==> src/rtl/fp16_pkg.sv <==
// Shared FP16 field widths, serializer state encoding and header constant.
// FP16_SER_HDR_EN adds the HDR state that emits a header byte per word.
package fp16_pkg;

    localparam int EXP_W  = 5;
    localparam int MAN_W  = 10;
    localparam int BIAS   = 15;
    localparam int FP16_W = 1 + EXP_W + MAN_W;

    localparam logic [7:0] HDR_BYTE = 8'hA5;

    typedef enum logic [1:0] {
        S_IDLE   = 2'd0,
        S_BYTE_A = 2'd1,
        S_BYTE_B = 2'd2
`ifdef FP16_SER_HDR_EN
        , S_HDR  = 2'd3
`endif
    } ser_state_e;

    // second=0 picks the byte sent first, second=1 the byte sent last
    function automatic logic [7:0] sel_byte(
        input logic [FP16_W-1:0] w,
        input logic              second,
        input logic              lsb_first
    );
        return (second ^ !lsb_first) ? w[15:8] : w[7:0];
    endfunction

endpackage

==> src/rtl/sync_fifo.sv <==
// Synchronous FIFO with registered occupancy count and full/empty flags.
// Uses synchronous active-low reset plus a synchronous flush.
module sync_fifo #(
    parameter int WIDTH = 16,
    parameter int DEPTH = 4,
    localparam int AW = $clog2(DEPTH),
    localparam int CW = $clog2(DEPTH) + 1
) (
    input  logic             clk,
    input  logic             rst_n,
    input  logic             clear,
    input  logic             push,
    input  logic             pop,
    input  logic [WIDTH-1:0] wdata,
    output logic [WIDTH-1:0] rdata,
    output logic             full,
    output logic             empty,
    output logic [CW-1:0]    count
);

    logic [WIDTH-1:0] mem_q [DEPTH];
    logic [AW-1:0]    wr_ptr_q, wr_ptr_d;
    logic [AW-1:0]    rd_ptr_q, rd_ptr_d;
    logic [CW-1:0]    count_q, count_d;

    assign full  = (count_q == CW'(DEPTH));
    assign empty = (count_q == '0);
    assign count = count_q;
    assign rdata = mem_q[rd_ptr_q];

    always_comb begin
        wr_ptr_d = wr_ptr_q + AW'(push);
        rd_ptr_d = rd_ptr_q + AW'(pop);
        count_d  = count_q + CW'(push) - CW'(pop);
    end

    always_ff @(posedge clk) begin
        if (!rst_n || clear) begin
            wr_ptr_q <= '0;
            rd_ptr_q <= '0;
            count_q  <= '0;
        end else begin
            wr_ptr_q <= wr_ptr_d;
            rd_ptr_q <= rd_ptr_d;
            count_q  <= count_d;
        end
    end

    always_ff @(posedge clk) begin
        if (push) begin
            mem_q[wr_ptr_q] <= wdata;
        end
    end

endmodule

==> src/rtl/fp16_result_serializer.sv <==
// Buffers FP16 products and streams each as bytes on a valid/ready port.
// FP16_SER_HDR_EN prefixes every word with header byte 0xA5.
module fp16_result_serializer
    import fp16_pkg::*;
#(
    parameter int DEPTH     = 4,
    parameter int LSB_FIRST = 1,
    localparam int CW = $clog2(DEPTH) + 1
) (
    input  logic          clk,
    input  logic          rst_n,
    input  logic          clear,
    input  logic          in_valid,
    output logic          in_ready,
    input  logic [15:0]   in_data,
    output logic          out_valid,
    input  logic          out_ready,
    output logic [7:0]    out_byte,
    output logic          out_last,
    output logic [CW-1:0] fifo_count,
    output logic          overflow
);

    localparam logic LSBF = (LSB_FIRST != 0);

    ser_state_e        state_q;
    logic [FP16_W-1:0] hold_q;
    logic [7:0]        byte_q;
    logic              valid_q;
    logic              last_q;
    logic              ovf_q;

    logic              full, empty, push, pop;
    logic [FP16_W-1:0] rdata;
    logic [7:0]        first_byte;
    ser_state_e        first_state;

    assign in_ready  = !full;
    assign push      = in_valid && !full && !clear;
    assign out_valid = valid_q;
    assign out_byte  = byte_q;
    assign out_last  = last_q;
    assign overflow  = ovf_q;

    sync_fifo #(
        .WIDTH(FP16_W),
        .DEPTH(DEPTH)
    ) u_fifo (
        .clk  (clk),
        .rst_n(rst_n),
        .clear(clear),
        .push (push),
        .pop  (pop),
        .wdata(in_data),
        .rdata(rdata),
        .full (full),
        .empty(empty),
        .count(fifo_count)
    );

    always_comb begin
        pop = 1'b0;
        if (!clear) begin
            unique case (state_q)
                S_IDLE:   pop = !empty;
                S_BYTE_B: pop = out_ready && !empty;
                default:  pop = 1'b0;
            endcase
        end
    end

    // What the first beat of a freshly popped word looks like
    always_comb begin
`ifdef FP16_SER_HDR_EN
        first_byte  = HDR_BYTE;
        first_state = S_HDR;
`else
        first_byte  = sel_byte(rdata, 1'b0, LSBF);
        first_state = S_BYTE_A;
`endif
    end

    always_ff @(posedge clk) begin
        if (!rst_n) begin
            state_q <= S_IDLE;
            hold_q  <= '0;
            byte_q  <= '0;
            valid_q <= 1'b0;
            last_q  <= 1'b0;
            ovf_q   <= 1'b0;
        end else if (clear) begin
            state_q <= S_IDLE;
            byte_q  <= '0;
            valid_q <= 1'b0;
            last_q  <= 1'b0;
            ovf_q   <= 1'b0;
        end else begin
            if (in_valid && full) begin
                ovf_q <= 1'b1;
            end
            unique case (state_q)
                S_IDLE: begin
                    if (!empty) begin
                        hold_q  <= rdata;
                        byte_q  <= first_byte;
                        valid_q <= 1'b1;
                        last_q  <= 1'b0;
                        state_q <= first_state;
                    end
                end
`ifdef FP16_SER_HDR_EN
                S_HDR: begin
                    if (out_ready) begin
                        byte_q  <= sel_byte(hold_q, 1'b0, LSBF);
                        state_q <= S_BYTE_A;
                    end
                end
`endif
                S_BYTE_A: begin
                    if (out_ready) begin
                        byte_q  <= sel_byte(hold_q, 1'b1, LSBF);
                        last_q  <= 1'b1;
                        state_q <= S_BYTE_B;
                    end
                end
                S_BYTE_B: begin
                    if (out_ready) begin
                        last_q <= 1'b0;
                        if (!empty) begin
                            hold_q  <= rdata;
                            byte_q  <= first_byte;
                            state_q <= first_state;
                        end else begin
                            valid_q <= 1'b0;
                            state_q <= S_IDLE;
                        end
                    end
                end
                default: state_q <= S_IDLE;
            endcase
        end
    end

endmodule

==> config.mk <==
export PLATFORM = sky130hd
export DESIGN_NAME = fp16_result_serializer
export DESIGN_NICKNAME = d
export VERILOG_FILES = /design/src/rtl/fp16_pkg.sv /design/src/rtl/sync_fifo.sv /design/src/rtl/fp16_result_serializer.sv
export SDC_FILE = /design/constraint.sdc
export NUM_CORES = 1
export LEC_CHECK = 0
export ABC_AREA = 1
export CAP_MARGIN = 0
export CORE_UTILIZATION = 51
export DETAILED_ROUTE_END_ITERATION = 12
export PLACE_DENSITY = 0.8
export SLEW_MARGIN = 30
export SYNTH_ARGS = -nofsm -noshare
export SYNTH_HDL_FRONTEND = slang
export SYNTH_SLANG_ARGS = --single-unit
==> constraint.sdc <==
create_clock -name clk -period 2.8 [get_ports clk]
set_clock_uncertainty 0.05 [all_clocks]
set_input_delay 0.84 -clock clk [delete_from_list [all_inputs] [get_ports clk]]
set_output_delay 0.84 -clock clk [all_outputs]
set_load 0.01 [all_outputs]
After elaboration in Yosys (flattened, before gate mapping):

Memory sizes are Yosys's and may differ from the RTL's. A register that Yosys moved wholly into a read port is not among the register bits.
Cells that the tools add are included.

* add/sub/neg operators: 4
* multiply operators: 0
* divide/modulo/power cells: 0
* order comparisons: 0
* eq/ne operators: 7
* shift operators: 0
* mux-type cells: 25
* bitwise gates (word level): 2
* reductions and logical operators: 19

Operators with widths (count)
* 16-bit 2-to-1 mux: 2
* 16-bit case mux with 2 select lines: 1
* 8-bit 2-to-1 mux: 3
* 8-bit case mux with 3 select lines: 1
* 1-bit 2-to-1 mux: 10
* 3-bit AND reduction: 3
* 2-bit 2-to-1 mux: 4
* 2-bit != test (second input constant): 4
* 4-bit AND reduction: 2
* 2-bit case mux with 3 select lines: 1
* 2-bit by 1-bit adder with 2-bit output: 2
* 1-bit logical AND: 4
* 1-bit zero test: 4
* 1-bit case mux with 2 select lines: 2
* 3-bit by 1-bit adder with 3-bit output: 1
* 3-bit equality test (second input constant): 1
* 3-bit zero test: 1
* 1-bit case mux with 3 select lines: 1
* 3-bit nonzero test: 1
* 3-bit by 1-bit subtractor with 3-bit output: 1
* 2-bit by 1-bit equality test with 1-bit output (second input constant): 1
* 2-bit equality test (second input constant): 1
* 2-bit zero test: 1
* 1-bit NOT: 2
* 3 further kinds: 3

* register bits: 36
* latch bits: 0
* bits in writable memories: 64
* ROM bits: 0
* output and inout port bits: 15
* logic and storage cells: 67
* memories kept: 1

Memory list
* u_fifo.mem_q: words 4, bits a word 16, rd ports 1, clocked after memory_dff 1, wr ports 1, line sync_fifo.sv:21 `logic [WIDTH-1:0] mem_q [DEPTH];`

Longest topological paths before layout:

* depth after elaboration: 7
* gate-level depth with buffers: 13

By module:

From an unflattened synthesis, not the netlist that was laid out.

* cells, all modules: 363
* area total of the unflattened synthesis: 3865.0 sq um

Modules (own cells, without submodules)
* sync_fifo: times used 1, cells an instance 233, area an instance 2917.8 sq um, sequential area each 2062.0 sq um
* fp16_result_serializer: times used 1, cells an instance 130, area an instance 947.2 sq um, sequential area each 420.4 sq um

Least setup slack after synthesis:

No wires, ideal clock.

* path kind: input -> register
* start: input clear
* end: memory u_fifo.mem_q[0][0] (enable)
* setup time: 409 ps
* arrival time: 2254 ps
* slack: 86 ps
* stages on the path: 3
* path buffers: 0
* path through: inv_1 > nand3_1 > nor3_1

* cells in the longest elaborated chain, start to end: 4

RTL lines
* start: declaration: line fp16_result_serializer.sv:12 `input logic clear,`
* 1-bit zero test
* 1-bit logical AND: line fp16_result_serializer.sv:39 `assign push = in_valid && !full && !clear;`
* 1-bit 2-to-1 mux: line sync_fifo.sv:50 `if (push) begin`
* 1-bit 2-to-1 mux (implied by the code): line sync_fifo.sv:51 `mem_q[wr_ptr_q] <= wdata;`
* end: declaration: line sync_fifo.sv:21

No other way between the ends.

Worst setup path in the final report:

* start: input out_ready
* end: register u_fifo.count_q[2], in the netlist u_fifo.count[2]

* cells in the longest elaborated chain, start to end: 4

RTL lines
* start: declaration: line fp16_result_serializer.sv:17 `input logic out_ready,`
* 1-bit logical AND: line fp16_result_serializer.sv:66 `S_BYTE_B: pop = out_ready && !empty;`
* 1-bit case mux with 2 select lines: line fp16_result_serializer.sv:64 `unique case (state_q)`
* 1-bit 2-to-1 mux: line fp16_result_serializer.sv:63 `if (!clear) begin`
* 3-bit by 1-bit subtractor with 3-bit output: line sync_fifo.sv:34 `count_d = count_q + CW'(push) - CW'(pop);`
* end signal: assignment: line sync_fifo.sv:45 `count_q <= count_d;`
* end: declaration: line sync_fifo.sv:24 `logic [CW-1:0] count_q, count_d;`

No other way between the ends.
A chain may end at the register's enable or synchronous reset.

==> results.txt <==
filler cell count -> 582
worst skew pair latency -> 0.36 ns
Hold Buf Count CTS -> 0
root buf cell -> clkbuf_8
clock tree buffer depth -> 2
Yosys top cell by area -> edfxtp_1
CP Class -> in -> reg
nets -> 449
Yosys top cell area share -> 50.0%
unrepaired setup endpoints after global routing -> no
synthesized net count -> 404
reg2reg end -> u_fifo.count[2]$_SDFF_PP0_
total wire length -> 7610 um
Cell Area, Synth -> 3850 sq um
placed cells -> 511
part of the cycle the worst path needs -> 92.8%
CP Capture Type -> flop
reg2reg start -> u_fifo.count[1]$_SDFF_PP0_
fin crit period -> 2.60 ns
CTS sink count -> 92
number of diodes -> 0
vias per cell -> 5.10
FF+latch count, synth -> 92
worst vdd rail ir drop -> 0.000359 V
post-CTS setup-driven buffer insertion count -> 0
register area share after synthesis -> 64.5%
min-delay src -> overflow$_SDFFE_PP0P_
total number of vias -> 2,686
IO buf count -> 35
largest net degree at the start of global routing -> 34
hold endpoint -> overflow$_SDFFE_PP0P_
most frequent CP cell -> inv_1
vias in the first global route -> 2,533
Max Clk Rate -> 385 MHz
CP required -> 3.03 ns
buffers and inverters on the worst path -> 6
Detailed Route Iter0 Violations -> 189
Initial Util -> 53.0%
H-tree depth -> 3
Leakage -> 0.00177 uW
GR Util All Layers -> 21.7%
die width -> 88.9 um
Hold Path Cell Cnt -> 2
element type at the critical path start -> input port
post-route ant nets -> 0
Cell variety after synth -> 28
delay-heaviest family, CP -> buffers and inverters
final setup violation count -> 0
Final Max Tran Viols -> 0
die area -> 7900 sq um
Final Core Density -> 63.4%
crit-path max cell delay -> 0.50 ns
CP Max Fanout -> 2
Area contributors post-synth -> edfxtp_1, dfxtp_1, nand2_1
Core ar. -> 7250 sq um
std cell rows -> 31
CP arrival -> 2.83 ns
syn avg cell area -> 10.2 sq um
CTS clk-pin slew, worst paths -> 0.08 ns
Remaining DRCs -> 0
non-filler cells, final -> 527
Routability Congestion -> 0.783
share of cells above drive strength 1 -> 10.5%
post-CTS resize count -> 0
Synthesis Warnings -> 0
r2r setup slk -> 0.63 ns
Relative slew margins -> 64.0%
area delta synth->final -> 19.5%
TritonCTS Buffers -> 9
post-synthesis instance total -> 378
Crit-path slowest cell -> clkdlybuf4s50_1
First-pass DRT Iterations -> 4
Fin. Hold Viols -> 0
first-pass GRT wire length -> 12,400 um
initial antenna violation count -> 0
IO Count -> 36
crit path cell chain -> clkdlybuf4s50_1 -> inv_2 -> a21oi_4 -> nand3_4 -> inv_1 -> ha_1 -> inv_1 -> ha_1 -> inv_1 -> fa_1 -> inv_1 -> o21ai_0 -> a21oi_1
status -> finished clean
maxcap violations -> 0
TritonCTS clock tree -> done
total global routing overflow -> 0
DR WL/cell -> 14.4 um
class of the worst hold path -> reg -> reg
DP Wirelength -> 4930 um
R2R cell count -> 12
overall power consumption -> 2730 uW
Die Ht -> 88.9 um
Slew @ Worst Pin -> 0.539 ns
Cell Pwr Density -> 594 nW/um^2
-- cells by family after synthesis --
logic type,after synthesis,share of synthesized area [%]
DFF,92,64.5
xor gates and xnor gates,3,0.683
adders and majority gates,5,1.82
and+or+nand+nor,186,20.9
AOI/OAI and AO/OA,40,6.05
buffers and inverters,52,6.02
-- through the flow --
| stage | hold slack, ns | area [sq um] | TNS [ns] | setup slack (ns) |
|---|---|---|---|---|
| 3_5_place_dp | 0.392 | 4400 | -0.220 | -0.156 |
| 6_report | 0.402 | 4600 | 0 | 0.202 |
| 3_3_place_gp | 0.388 | 4400 | -0.0650 | -0.0527 |
| 5_1_grt | 0.427 | 4600 | 0 | 0.0362 |
| 4_1_cts | 0.405 | 4600 | 0 | 0.207 |
| 2_1_floorplan | 0.424 | 3850 | 0 | 0.0864 |
-- cell usage after synthesis --
cell      instances
o22ai_1           8
nand2_1          91
buf_6             3
dfxtp_1          28
a21oi_1          13
nor3_1            4
o21ai_4           1
inv_2             4
clkbuf_1          2
nor2_1           62
nor3b_1           1
clkbuf_2          1
nand3_4           3
edfxtp_1         64
fa_1              1
o21ai_1           4
xnor2_1           3
nand4_1           8
nor2_4            2
buf_2             7
nand3_1          13
o21ai_0          13
nand2_2           2
ha_1              4
buf_4             1
inv_1            33
a21oi_4           1
clkinv_1          1
-- sequential cells by signal, indices dropped and copies added, names as in the netlist --
signal,flops
u_fifo.mem_q,64
state_q,2
u_fifo.rd_ptr_q,2
out_last,1
u_fifo.count,3
overflow,1
hold_q,8
u_fifo.wr_ptr_q,2
out_valid,1
out_byte,8
-- layout make-up --
type	count	area (sq um)	area share, %
clock buffers	10	128	2.77
clock inverters	6	71.3	1.55
inverters	38	143	3.10
multi-input cells	234	1150	25.1
flip-flops and latches	92	2480	54.0
well taps	99	124	2.69
repair buffers	48	498	10.8
-- how the worst max path moves through the flow --
stage / startpoint / to / slack (ns) / depth (start not counted)
6_report: out_ready / u_fifo.count[2]$_SDFF_PP0_ / 0.20 / 13
5_1_grt: out_ready / u_fifo.count[2]$_SDFF_PP0_ / 0.04 / 13
4_1_cts: out_ready / u_fifo.count[2]$_SDFF_PP0_ / 0.21 / 13
3_5_place_dp: out_ready / u_fifo.count[2]$_SDFF_PP0_ / -0.16 / 13
3_3_place_gp: out_ready / u_fifo.count[2]$_SDFF_PP0_ / -0.05 / 13
2_1_floorplan: clear / u_fifo.mem_q[0][0]$_DFFE_PP_ / 0.09 / 3
-- worst reg2reg max path: stages (launching register included) --
cell,delay [ns]
dfxtp_1,0.39
nor2_4,0.21
nand2_2,0.12
nand3_4,0.10
inv_1,0.05
ha_1,0.26
inv_1,0.06
ha_1,0.13
inv_1,0.05
fa_1,0.36
inv_1,0.07
o21ai_0,0.08
a21oi_1,0.16
-- cell usage in the layout (no fill, tap or decap), types with 2 or more instances in the layout --
cell,instances
nor3_2,4
clkdlybuf4s50_1,35
o21ai_0,13
o21ai_1,4
inv_6,2
nand3_1,13
nand4_1,8
nand3_4,3
edfxtp_1,64
clkinvlp_4,2
nor2_1,62
a21oi_1,13
xnor2_1,3
clkbuf_8,9
inv_2,4
buf_4,9
nand2_1,91
o22ai_1,8
dfxtp_1,28
nor2_4,2
ha_1,4
inv_1,33
nand2_2,2
buf_12,4
-- where the power goes --
part	total, uW	internal [uW]	switching, uW
Combinational	318	136	182
Clock	893	420	472
Sequential	1520	1500	25.9
Total	2730	2050	680
-- per-layer routing --
metal	up-vias	GRT usage [%]	wire (um)
li1	1340	-	-
met1	1250	28.3	3280
met2	79	34.2	3770
met3	17	3.54	324
met4	0	13.5	235
met5	-	0	0
Power figures use the tool's default switching activity.
==> RTL edit 1, RTL diff (config.mk and constraints unchanged) <==
`DEPTH` is set to 4 in 2 places; all go to 2.
--- a/src/rtl/sync_fifo.sv
+++ b/src/rtl/sync_fifo.sv
@@ -2,7 +2,7 @@
 // Uses synchronous active-low reset plus a synchronous flush.
 module sync_fifo #(
     parameter int WIDTH = 16,
-    parameter int DEPTH = 4,
+    parameter int DEPTH = 2,
     localparam int AW = $clog2(DEPTH),
     localparam int CW = $clog2(DEPTH) + 1
 ) (
--- a/src/rtl/fp16_result_serializer.sv
+++ b/src/rtl/fp16_result_serializer.sv
@@ -3,7 +3,7 @@
 module fp16_result_serializer
     import fp16_pkg::*;
 #(
-    parameter int DEPTH     = 4,
+    parameter int DEPTH     = 2,
     parameter int LSB_FIRST = 1,
     localparam int CW = $clog2(DEPTH) + 1
 ) (
Interface: changed (resized fifo_count); port bits go from 36 to 35. No check against the original RTL was run, so the function may have changed too.
==> RTL edit 1 against the original RTL <==
- first-iteration DRC count fell by 44%
- critical path depth shrank 9
- largest power group unchanged
- clock power fell by 10%
- setup slack better by 0.20 ns
- synthesized area shrank 38%
- final area fell by 34%
- sequential cell count down 35
- total power is 30% lower
- wire length decreased by 42%
==> RTL edit 1: results (changes against the original RTL) <==
metric,value,unit,change
drive_above_1_share,0.118,,+0.0133
r2r_cells,10,,-2
buffer_area_frac,0.136,,+0.0277
wl_met3,200,um,-38%
dpl_worst_slack,0.146,ns,+0.301 ns
status,"finished, final reports clean",,
multi_input_cells,161,,-31%
inverters,31,,-18%
track_usage,0.200,,-0.0175
area_growth,27.0,%,
use_met1,0.237,,-0.0463
crit_fanout,3,,+1
wl_met1,1.89,mm,-42%
use_met2,0.309,,-0.0330
multi_input_area,762,um^2,-34%
reg2reg_from,u_fifo.count[0]$_SDFF_PP0_,,
seqPwrFrac,0.485,,-0.072
synth.distinct_cells,22,,-21%
dp_hpwl,3.07,mm,-38%
powerClk,0.803,mW,-10%
multi_input_area_share,0.252,,+0.00167
startpoint,u_fifo.count[1]$_SDFF_PP0_,,
final_nets,325,,-28%
peakVddDrop,394,uV,+9.8%
seq_cell_count,57,,-38%
max_stage_delay,0.48,ns,-0.02 ns
regArea,1460,um^2,-41%
path_clk_slew,0.06,ns,-0.02 ns
synth_fp_nets,279,,-31%
## RTL edit 1: cell count changes in the layout (fill, tap and decap cells not counted), sizes merged, moves of 3 or more
cell,change
edfxtp,-32
o21ai,-17
nand4,-8
dfxtp,-3
o22ai,-8
nand3,+5
nand2,-14
inv,-9
buf,-7
nor2,-25
nor3,-4
## RTL edit 1: kinds of logic after synthesis
group | count (synthesis) | synth area share
adders and majority gates | 4 | 0.0211
and+or+nand+nor | 139 | 0.259
buffers and inverters | 36 | 0.0642
AOI/OAI and AO/OA | 17 | 0.0369
xor gates and xnor gates | 1 | 0.00369
DFF | 57 | 0.615
## RTL edit 1: worst paths after layout
kind	to	slack, ns
worst max-delay path	in_ready	0.40
worst min register to register	overflow$_SDFFE_PP0P_	0.40
worst max register to register	u_fifo.count[1]$_SDFF_PP0_	1.05
worst min-delay path	overflow$_SDFFE_PP0P_	0.40
==> RTL edit 2, RTL diff (config.mk and constraints unchanged) <==
Without the edit above. The 3 states of `ser_state_e` get a one-hot encoding in 3 bits.
--- a/src/rtl/fp16_pkg.sv
+++ b/src/rtl/fp16_pkg.sv
@@ -9,10 +9,10 @@
 
     localparam logic [7:0] HDR_BYTE = 8'hA5;
 
-    typedef enum logic [1:0] {
-        S_IDLE   = 2'd0,
-        S_BYTE_A = 2'd1,
-        S_BYTE_B = 2'd2
+    typedef enum logic [2:0] {
+        S_IDLE   = 3'b001,
+        S_BYTE_A = 3'b010,
+        S_BYTE_B = 3'b100
 `ifdef FP16_SER_HDR_EN
         , S_HDR  = 2'd3
 `endif
Check against the original RTL: no difference found for any inputs over 10 cycles, from zero or initial values and one cycle with rst_n low; not proved beyond that.
==> RTL edit 2 against the original RTL <==
- wire length decreased by 6.0%
- critical path depth decreased by 8
- total power increased by 4.2%
- synthesized area increased by 4.6%
- via count increased by 4.8%
- final area increased by 4.1%
- sequential cell count increased by 1
- setup slack got worse by 0.021 ns
==> RTL edit 2: results (changes against the original RTL) <==
metric,value,unit,change
yosys-top-cells-count,"113 x nand2_1, 70 x inv_1, 64 x edfxtp_1",,
track_usage,0.192,,-0.0256
dpl_worst_slack,0.0574,ns,+0.213 ns
crit_fanout,3,,+1
peakVddDrop,294,uV,-18%
pg_comb,0.285,mW,-10%
final_nets,498,,+11%
synth_seq_area_share,0.622,,-0.0231
powerClk,1.03,mW,+15%
dp_hpwl,4.62,mm,-6.2%
grt_max_degree,35,,+2.9%
dp.cells,565,,+11%
min_from,out_valid$_SDFFE_PP0P_,,
multi_input_area,1160,um^2,+0.76%
drt_iter0_markers,133,,-30%
synth_area_leaders,"edfxtp_1 48%, dfxtp_1 14%, nand2_1 11%",,
fillers,625,,+7.4%
vias,2814,,+4.8%
status,"finished, final reports clean",,
layoutNonFillerInstCount,580,,+10%
synthArstFlopShare,0,,unchanged
rrSetupSlack,0.83,ns,+0.20 ns
grt_pass1_vias,2695,,+6.4%
startpoint,u_fifo.count[2]$_SDFF_PP0_,,
endpoint,in_ready,,
synth.distinct_cells,29,,+3.6%
routed_wl,7.16,mm,-6.0%
reg2reg_from,u_fifo.count[0]$_SDFF_PP0_,,
die_x,90.8,um,+2.2%
gp_congestion,0.780,,-0.46%
synth_cells,431,,+14%
dr.pass1.iters,4,,unchanged
cts_resized,0,,unchanged
arrival,1.73,ns,-1.10 ns
grt_first_pass_wirelength,12.2,mm,-2.1%
hold_end,out_valid$_SDFFE_PP0P_,,
drive_above_1_share,0.0921,,-0.0131
dpl_cell_area,4550,um^2,+3.5%
power.share.switching,0.220,,-0.0285
tightest_slew,0.571,ns,+0.0317 ns
finalCriticalPeriod,2.62,ns,+0.0208 ns
p_total,2.85,mW,+4.2%
cts_buffers,9,,unchanged
power.leakage,2.03,nW,+15%
hold_slack,0.403,ns,+0.00131 ns
synth_fp_nets,455,,+13%
r2r_cells,11,,-1
[RTL edit 2: final cells by class]
type                            instances  share of cell area
Sequential cell                        93               0.523
Multi-Input combinational cell        251               0.243
Timing Repair Buffer                   47               0.102
Inverter                               72              0.0564
Tap cell                              102              0.0267
Clock buffer                            9              0.0259
Clock inverter                          6              0.0233
[RTL edit 2: metal layers]
metal	share of wire	vias up	track usage
met5	0	-	0
met4	0.021	0	0.104
met3	0.048	14	0.0497
met2	0.48	70	0.301
met1	0.45	1285	0.243
li1	-	1445	-
[RTL edit 2: logic make-up after synthesis]
kind of cell	share of synthesized area
AO/OA/AOI/OAI	0.0457
XOR/XNOR	0.00436
adder cells (fa/ha/maj)	0.0112
buffers and inverters	0.0939
flip-flops	0.622
AND/OR/NAND/NOR	0.223
[RTL edit 2: worst max-delay path: stages (launching register included)]
cell and delay (ns):
dfxtp_1 0.34, inv_1 0.07, or2_2 0.28, nor2_1 0.14
inv_1 0.07, clkdlybuf4s50_1 0.47
